## config.mk

```make
export PLATFORM = sky130hd
export DESIGN_NAME = cnn_frame_sequencer
export DESIGN_NICKNAME = d
export VERILOG_FILES = /design/src/rtl/cnn_pkg.sv /design/src/rtl/cnn_watchdog.sv /design/src/rtl/cnn_frame_sequencer.sv
export SDC_FILE = /design/constraint.sdc
export NUM_CORES = 1
export LEC_CHECK = 0
export ABC_AREA = 1
export CORE_MARGIN = 1.5
export CORE_UTILIZATION = 55
export DETAILED_ROUTE_END_ITERATION = 10
export PLACE_DENSITY = 0.84
export SLEW_MARGIN = 0
export SYNTH_ARGS = -nofsm -noshare
export SYNTH_HDL_FRONTEND = slang
export SYNTH_SLANG_ARGS = --single-unit
```

## constraint.sdc

```tcl
create_clock -name clk -period 5.2 [get_ports clk]
set_clock_uncertainty 0.05 [all_clocks]
set_input_delay 1.04 -clock clk [delete_from_list [all_inputs] [get_ports clk]]
set_output_delay 1.04 -clock clk [all_outputs]
set_load 0.02 [all_outputs]
```

## src/rtl/cnn_pkg.sv

```systemverilog
// Shared types and constants for the CNN frame sequencer: FSM states,
// error codes and image geometry.
package cnn_pkg;

    localparam int CNN_IMG_W     = 28;
    localparam int CNN_IMG_H     = 28;
    localparam int CNN_IMG_PIX   = CNN_IMG_W * CNN_IMG_H;
    localparam int CNN_DATA_BITS = 8;
    localparam int CNN_RES_COUNT = 16;

    typedef enum logic [2:0] {
        ST_IDLE  = 3'd0,
        ST_FEED  = 3'd1,
        ST_DRAIN = 3'd2,
        ST_DONE  = 3'd3,
        ST_ERR   = 3'd4,
        ST_FLUSH = 3'd5
    } state_e;

    localparam logic [1:0] ERR_NONE     = 2'b00;
    localparam logic [1:0] ERR_TIMEOUT  = 2'b01;
    localparam logic [1:0] ERR_MISMATCH = 2'b10;

    // Channels must report together; any partial pattern is a fault.
    function automatic logic res_mismatch(input logic [2:0] v);
        return (v != 3'b000) && (v != 3'b111);
    endfunction

endpackage

```

## src/rtl/cnn_watchdog.sv

```systemverilog
// Loadable down-counter; expire fires when enabled at zero.
module cnn_watchdog #(
    parameter int W = 12
) (
    input  logic         clk,
    input  logic         rst,
    input  logic         clr,
    input  logic         load,
    input  logic [W-1:0] load_val,
    input  logic         en,
    output logic         expire
);

    logic [W-1:0] cnt_q;
    logic [W-1:0] cnt_d;

    // Next count: clear beats load, load beats decrement; stop at zero.
    always_comb begin
        cnt_d = cnt_q;
        if (clr) begin
            cnt_d = {W{1'b0}};
        end else if (load) begin
            cnt_d = load_val;
        end else if (en && (cnt_q != {W{1'b0}})) begin
            cnt_d = cnt_q - {{(W-1){1'b0}}, 1'b1};
        end else begin
            cnt_d = cnt_q;
        end
    end

    // Counter register.
    always_ff @(posedge clk or posedge rst) begin
        if (rst) begin
            cnt_q <= {W{1'b0}};
        end else begin
            cnt_q <= cnt_d;
        end
    end

    assign expire = en & ~load & ~clr & (cnt_q == {W{1'b0}});

endmodule

```

## src/rtl/cnn_frame_sequencer.sv

```systemverilog
// Frame controller for the two-layer CNN: streams one image in, counts
// layer-2 pooled results, and flushes the pipeline on timeout or mismatch.
module cnn_frame_sequencer
    import cnn_pkg::*;
#(
    parameter int IMG_W          = CNN_IMG_W,
    parameter int IMG_H          = CNN_IMG_H,
    parameter int DATA_BITS      = CNN_DATA_BITS,
    parameter int RES_COUNT      = CNN_RES_COUNT,
    parameter int TIMEOUT_CYCLES = 4096,
    parameter int FLUSH_CYCLES   = 2
) (
    input  logic                 clk,
    input  logic                 rst,
    input  logic                 start,
    input  logic                 clear_err,
    input  logic                 s_valid,
    input  logic [DATA_BITS-1:0] s_data,
    output logic                 s_ready,
    output logic                 cnn_in_val,
    output logic [DATA_BITS-1:0] cnn_data_in,
    output logic                 cnn_rst_n,
    input  logic [2:0]           res_val,
    output logic                 busy,
    output logic                 frame_done,
    output logic                 err,
    output logic [1:0]           err_code,
    output logic [9:0]           pix_cnt,
    output logic [4:0]           res_cnt
);

    localparam int WD_W = $clog2(TIMEOUT_CYCLES);
    localparam int FC_W = (FLUSH_CYCLES > 1) ? $clog2(FLUSH_CYCLES) : 1;
    localparam logic [9:0]      LAST_PIX   = 10'(IMG_W * IMG_H - 1);
    localparam logic [4:0]      RES_MAX    = 5'(RES_COUNT);
    localparam logic [WD_W-1:0] WD_LOAD    = WD_W'(TIMEOUT_CYCLES - 1);
    localparam logic [FC_W-1:0] FLUSH_LAST = FC_W'(FLUSH_CYCLES - 1);

    state_e                 state_q, state_d;
    logic [9:0]             pix_cnt_q, pix_cnt_d;
    logic [4:0]             res_cnt_q, res_cnt_d;
    logic [1:0]             err_code_q, err_code_d;
    logic [FC_W-1:0]        flush_cnt_q, flush_cnt_d;
    logic [DATA_BITS-1:0]   cnn_data_q, cnn_data_d;
    logic                   cnn_in_val_q, cnn_in_val_d;
    logic                   s_ready_q, s_ready_d;
    logic                   busy_q, busy_d;
    logic                   frame_done_q, frame_done_d;
    logic                   err_q, err_d;

    logic beat_s, res_hit_s, res_bad_s;
    logic wd_load_s, wd_en_s, wd_clr_s, wd_expire_s;

    assign beat_s    = s_valid & s_ready_q;
    assign res_hit_s = (res_val == 3'b111);
    assign res_bad_s = res_mismatch(res_val);
    assign wd_clr_s  = (state_q == ST_FLUSH);

    cnn_watchdog #(.W(WD_W)) u_wd (
        .clk      (clk),
        .rst      (rst),
        .clr      (wd_clr_s),
        .load     (wd_load_s),
        .load_val (WD_LOAD),
        .en       (wd_en_s),
        .expire   (wd_expire_s)
    );

    // Next-state, counters and registered-output decode.
    always_comb begin
        state_d     = state_q;
        pix_cnt_d   = pix_cnt_q;
        res_cnt_d   = res_cnt_q;
        err_code_d  = err_code_q;
        flush_cnt_d = flush_cnt_q;
        cnn_data_d  = cnn_data_q;
        wd_load_s   = 1'b0;
        wd_en_s     = 1'b0;

        if (beat_s) begin
            cnn_data_d = s_data;
            pix_cnt_d  = pix_cnt_q + 10'd1;
        end else begin
            cnn_data_d = cnn_data_q;
        end

        case (state_q)
            ST_IDLE: begin
                if (start) begin
                    state_d   = ST_FEED;
                    pix_cnt_d = 10'd0;
                    res_cnt_d = 5'd0;
                    wd_load_s = 1'b1;
                end else begin
                    state_d = ST_IDLE;
                end
            end
            ST_FEED: begin
                if (res_bad_s) begin
                    state_d    = ST_ERR;
                    err_code_d = ERR_MISMATCH;
                end else begin
                    if (res_hit_s) begin
                        wd_load_s = 1'b1;
                        res_cnt_d = (res_cnt_q < RES_MAX) ? res_cnt_q + 5'd1 : res_cnt_q;
                    end else begin
                        wd_load_s = 1'b0;
                    end
                    if (beat_s && (pix_cnt_q == LAST_PIX)) begin
                        state_d = ST_DRAIN;
                    end else begin
                        state_d = ST_FEED;
                    end
                end
            end
            ST_DRAIN: begin
                // Mismatch outranks completion, completion outranks timeout.
                if (res_bad_s) begin
                    state_d    = ST_ERR;
                    err_code_d = ERR_MISMATCH;
                end else begin
                    if (res_hit_s) begin
                        wd_load_s = 1'b1;
                        res_cnt_d = (res_cnt_q < RES_MAX) ? res_cnt_q + 5'd1 : res_cnt_q;
                    end else begin
                        wd_en_s = 1'b1;
                    end
                    if (res_cnt_d >= RES_MAX) begin
                        state_d = ST_DONE;
                    end else if (wd_expire_s) begin
                        state_d    = ST_ERR;
                        err_code_d = ERR_TIMEOUT;
                    end else begin
                        state_d = ST_DRAIN;
                    end
                end
            end
            ST_DONE: begin
                state_d = ST_IDLE;
            end
            ST_ERR: begin
                if (clear_err) begin
                    state_d     = ST_FLUSH;
                    flush_cnt_d = {FC_W{1'b0}};
                end else begin
                    state_d = ST_ERR;
                end
            end
            ST_FLUSH: begin
                if (flush_cnt_q == FLUSH_LAST) begin
                    state_d    = ST_IDLE;
                    err_code_d = ERR_NONE;
                end else begin
                    flush_cnt_d = flush_cnt_q + {{(FC_W-1){1'b0}}, 1'b1};
                end
            end
            default: begin
                state_d = ST_IDLE;
            end
        endcase

        s_ready_d    = (state_d == ST_FEED);
        busy_d       = (state_d == ST_FEED) || (state_d == ST_DRAIN);
        frame_done_d = (state_d == ST_DONE);
        err_d        = (state_d == ST_ERR);
        cnn_in_val_d = beat_s && busy_d;
    end

    // State and output registers.
    always_ff @(posedge clk or posedge rst) begin
        if (rst) begin
            state_q      <= ST_IDLE;
            pix_cnt_q    <= 10'd0;
            res_cnt_q    <= 5'd0;
            err_code_q   <= ERR_NONE;
            flush_cnt_q  <= {FC_W{1'b0}};
            cnn_data_q   <= {DATA_BITS{1'b0}};
            cnn_in_val_q <= 1'b0;
            s_ready_q    <= 1'b0;
            busy_q       <= 1'b0;
            frame_done_q <= 1'b0;
            err_q        <= 1'b0;
        end else begin
            state_q      <= state_d;
            pix_cnt_q    <= pix_cnt_d;
            res_cnt_q    <= res_cnt_d;
            err_code_q   <= err_code_d;
            flush_cnt_q  <= flush_cnt_d;
            cnn_data_q   <= cnn_data_d;
            cnn_in_val_q <= cnn_in_val_d;
            s_ready_q    <= s_ready_d;
            busy_q       <= busy_d;
            frame_done_q <= frame_done_d;
            err_q        <= err_d;
        end
    end

    assign cnn_rst_n   = ~rst & (state_q != ST_FLUSH);
    assign s_ready     = s_ready_q;
    assign cnn_in_val  = cnn_in_val_q;
    assign cnn_data_in = cnn_data_q;
    assign busy        = busy_q;
    assign frame_done  = frame_done_q;
    assign err         = err_q;
    assign err_code    = err_code_q;
    assign pix_cnt     = pix_cnt_q;
    assign res_cnt     = res_cnt_q;

endmodule

```

==> summary.txt <==
Max Root-Sink Buffers - 2
IO Count - 47
Worst setup SP type - input port
R2R Setup Slk - 3.09 ns
Worst Path Max Fanout - 2
sequential share of power - 36.5%
clock sinks - 46
Total Routing Usage GR - 23.4%
placed cells - 414
Resize count post-CTS - 0
CTS tree - yes
origin of the critical flop-to-flop path - state_q[2]$_DFF_PP0_
GRT met1 Usage - 30.8%
synthesized instance count - 320
antenna violations before repair - 0
IR drop worst, VDD - 277 uV
power per cell area - 502 mW/mm^2
reg-to-reg critical path endpoint - u_wd.cnt_q[0]$_DFFE_PP0P_
Setup Buffers After CTS - 0
remaining global-route overflow - 0
clock power share - 14.8%
WP data required - 4.11 ns
grt met2 use - 37.9%
CP endpoint kind - output pin
period utilization - 64.1%
height of the die - 69.1 um
Fin Setup TNS - 0 ns
Sw Share - 43.1%
status - finished clean
drt total wl - 5.30 mm
count of unique library cells instantiated by Yosys - 27
final instance area - 0.00301 sq mm
Min-Delay Path Class - reg -> reg
combinational share of power - 48.7%
CTS root buffer - clkbuf_8
Rows - 23
register area share after synthesis - 47.9%
drt via density - 5.14
1st-pass router iterations - 5
final setup vio count - 0
critical path type - in -> out
worst hold path endpoint - err_code[1]$_DFFE_PP0P_
Placed Area - 0.00292 sq mm
DRC - 0
number of global-route vias before repair - 2126
HPWL Detailed - 3.88 mm
actual slew at the worst max-slew pin - 0.625 ns
Synth top area share - 47.9%
# diodes - 0
placer congestion estimate - 0.887
most common cell after layout, fill and taps aside - nand2_1
die width - 69.1 um
die area - 0.00477 sq mm
Synth Flop Type - dfrtp_1
leading area contributor after synthesis - dfrtp_1
antenna viol nets, final - 0
Starting Density - 58.8%
cell internal pwr - 0.860 mW
EDFF count, synth - 0
CTS buffer count - 5
R2R depth - 8
core box area - 0.00409 sq mm
Final Power - 1.51 mW
Final Core Density - 73.7%
hold buffer count at CTS - 0
achievable frequency - 0.300 GHz
synth top area cells - dfrtp_1 48%, nand2_1 13%, inv_1 7.5%
Hold Fails Final Rpt - 0
post-synth net total - 340
share of layout cells above drive strength 1 - 5.38%
Area Growth Syn to Fin - 25.4%
commonest non-fill, non-tap cells in the layout - 86 x nand2_1, 47 x inv_1, 46 x dfrtp_1, 46 x clkdlybuf4s50_1, 44 x nor2_1
Syn Area/Cell - 7.51 sq um
leak pwr - 1.50 nW
wire per inst - 12.5 um
Rel. slew slack - 58.0%
Hold Path Stages - 2
number of fillers in the final layout - 332
post-synthesis cell area - 0.00240 sq mm
Slew Viols, Final - 0
GR Util met3 - 6.58%
count of input and output buffers - 46
min-delay src - err_code[1]$_DFFE_PP0P_
asr flop ratio synth - 100%
synth warn - 0
clk_lat worst skew - 0.30 ns
P_sw - 0.652 mW
first-pass GRT wire length - 9.20 mm
largest net degree at the start of global routing - 47
unrepaired setup endpoints after global routing - false
DR iter-0 viols - 124
FF+latch area - 0.00115 sq mm
area of the multi-input gates - 0.00105 sq mm
fin nets - 391
Final min period - 3.33 ns
Yosys reg bits - 46
crit path DAT - 2.24 ns
Vias - 2170
Worst-path clk slew - 0.08 ns
busiest metal layer after global routing - met2
max cap viols - 0
H-tree levels - 2
Layout Cells excl Fill - 422
kinds of logic after synthesis:
family	after synthesis	share of synthesized area [%]
AND/OR/NAND/NOR	170	29.5
flip-flops	46	47.9
adder cells (fa/ha/maj)	4	2.08
buffers and inverters	54	8.49
AO/OA/AOI/OAI	42	10.5
XOR/XNOR	4	1.46
sequential cells by signal (all words and copies together) (netlist names):
name,count
cnn_data_in,8
s_ready,1
frame_done,1
busy,1
cnn_in_val,1
u_wd.cnt_q,12
state_q,3
res_cnt,5
err,1
pix_cnt,10
err_code,2
flush_cnt_q,1
metrics by stage:
step	worst slack, ns	hold slack (ns)
finish	1.87	0.428
global route	1.84	0.457
CTS	1.87	0.436
detailed placement	1.87	0.414
global placement	1.87	0.407
floorplan	1.80	0.415
cells in the mapped netlist, types with 2 or more instances:
| master | number |
|---|---|
| nor3_1 | 6 |
| a21oi_1 | 10 |
| o21ai_0 | 17 |
| clkbuf_1 | 2 |
| xor2_1 | 3 |
| inv_2 | 2 |
| o21ai_1 | 4 |
| nand4_1 | 4 |
| nor2_1 | 44 |
| nand3_1 | 26 |
| ha_1 | 4 |
| nand2_1 | 86 |
| inv_1 | 48 |
| dfrtp_1 | 46 |
| a211oi_1 | 2 |
| o21ai_2 | 5 |
worst max-delay path, cell delays in order:
cell             delay (ns)
clkdlybuf4s50_1        0.41
inv_2                  0.07
nand2_1                0.07
inv_1                  0.06
clkdlybuf4s50_1        0.59
power groups by stage:
| stage | clock network (mW) | registers [mW] | logic [mW] |
|---|---|---|---|
| after floorplan | 0 | 0.618 | 0.418 |
| after global placement | 0 | 0.553 | 0.709 |
| after detailed placement | 0 | 0.555 | 0.730 |
| after CTS | 0.229 | 0.552 | 0.736 |
| after global routing | 0.242 | 0.568 | 0.829 |
| final | 0.224 | 0.552 | 0.736 |
routing by layer:
metal	part of all wire [%]	wire [um]
met1	47	2460
met2	45	2390
met3	7.0	373
met4	1.3	69
met5	0	0
layout make-up:
| type | instances | share of cell area [%] |
|---|---|---|
| inverter | 51 | 6.36 |
| clock buffer | 7 | 2.87 |
| sequential | 46 | 38.2 |
| clock inverter | 1 | 0.166 |
| timing repair buffer | 47 | 15.5 |
| tap | 50 | 2.08 |
| multi-input combinational | 220 | 34.8 |
how the worst max path moves through the flow:
| stage | slack (ns) | end | startpoint |
|---|---|---|---|
| after detailed placement | 1.87 | cnn_rst_n | rst |
| final | 1.87 | cnn_rst_n | rst |
| after global placement | 1.87 | cnn_rst_n | rst |
| after global routing | 1.84 | cnn_rst_n | rst |
| after CTS | 1.87 | cnn_rst_n | rst |
| after floorplan | 1.80 | cnn_rst_n | rst |
Power figures use the tool's default switching activity.
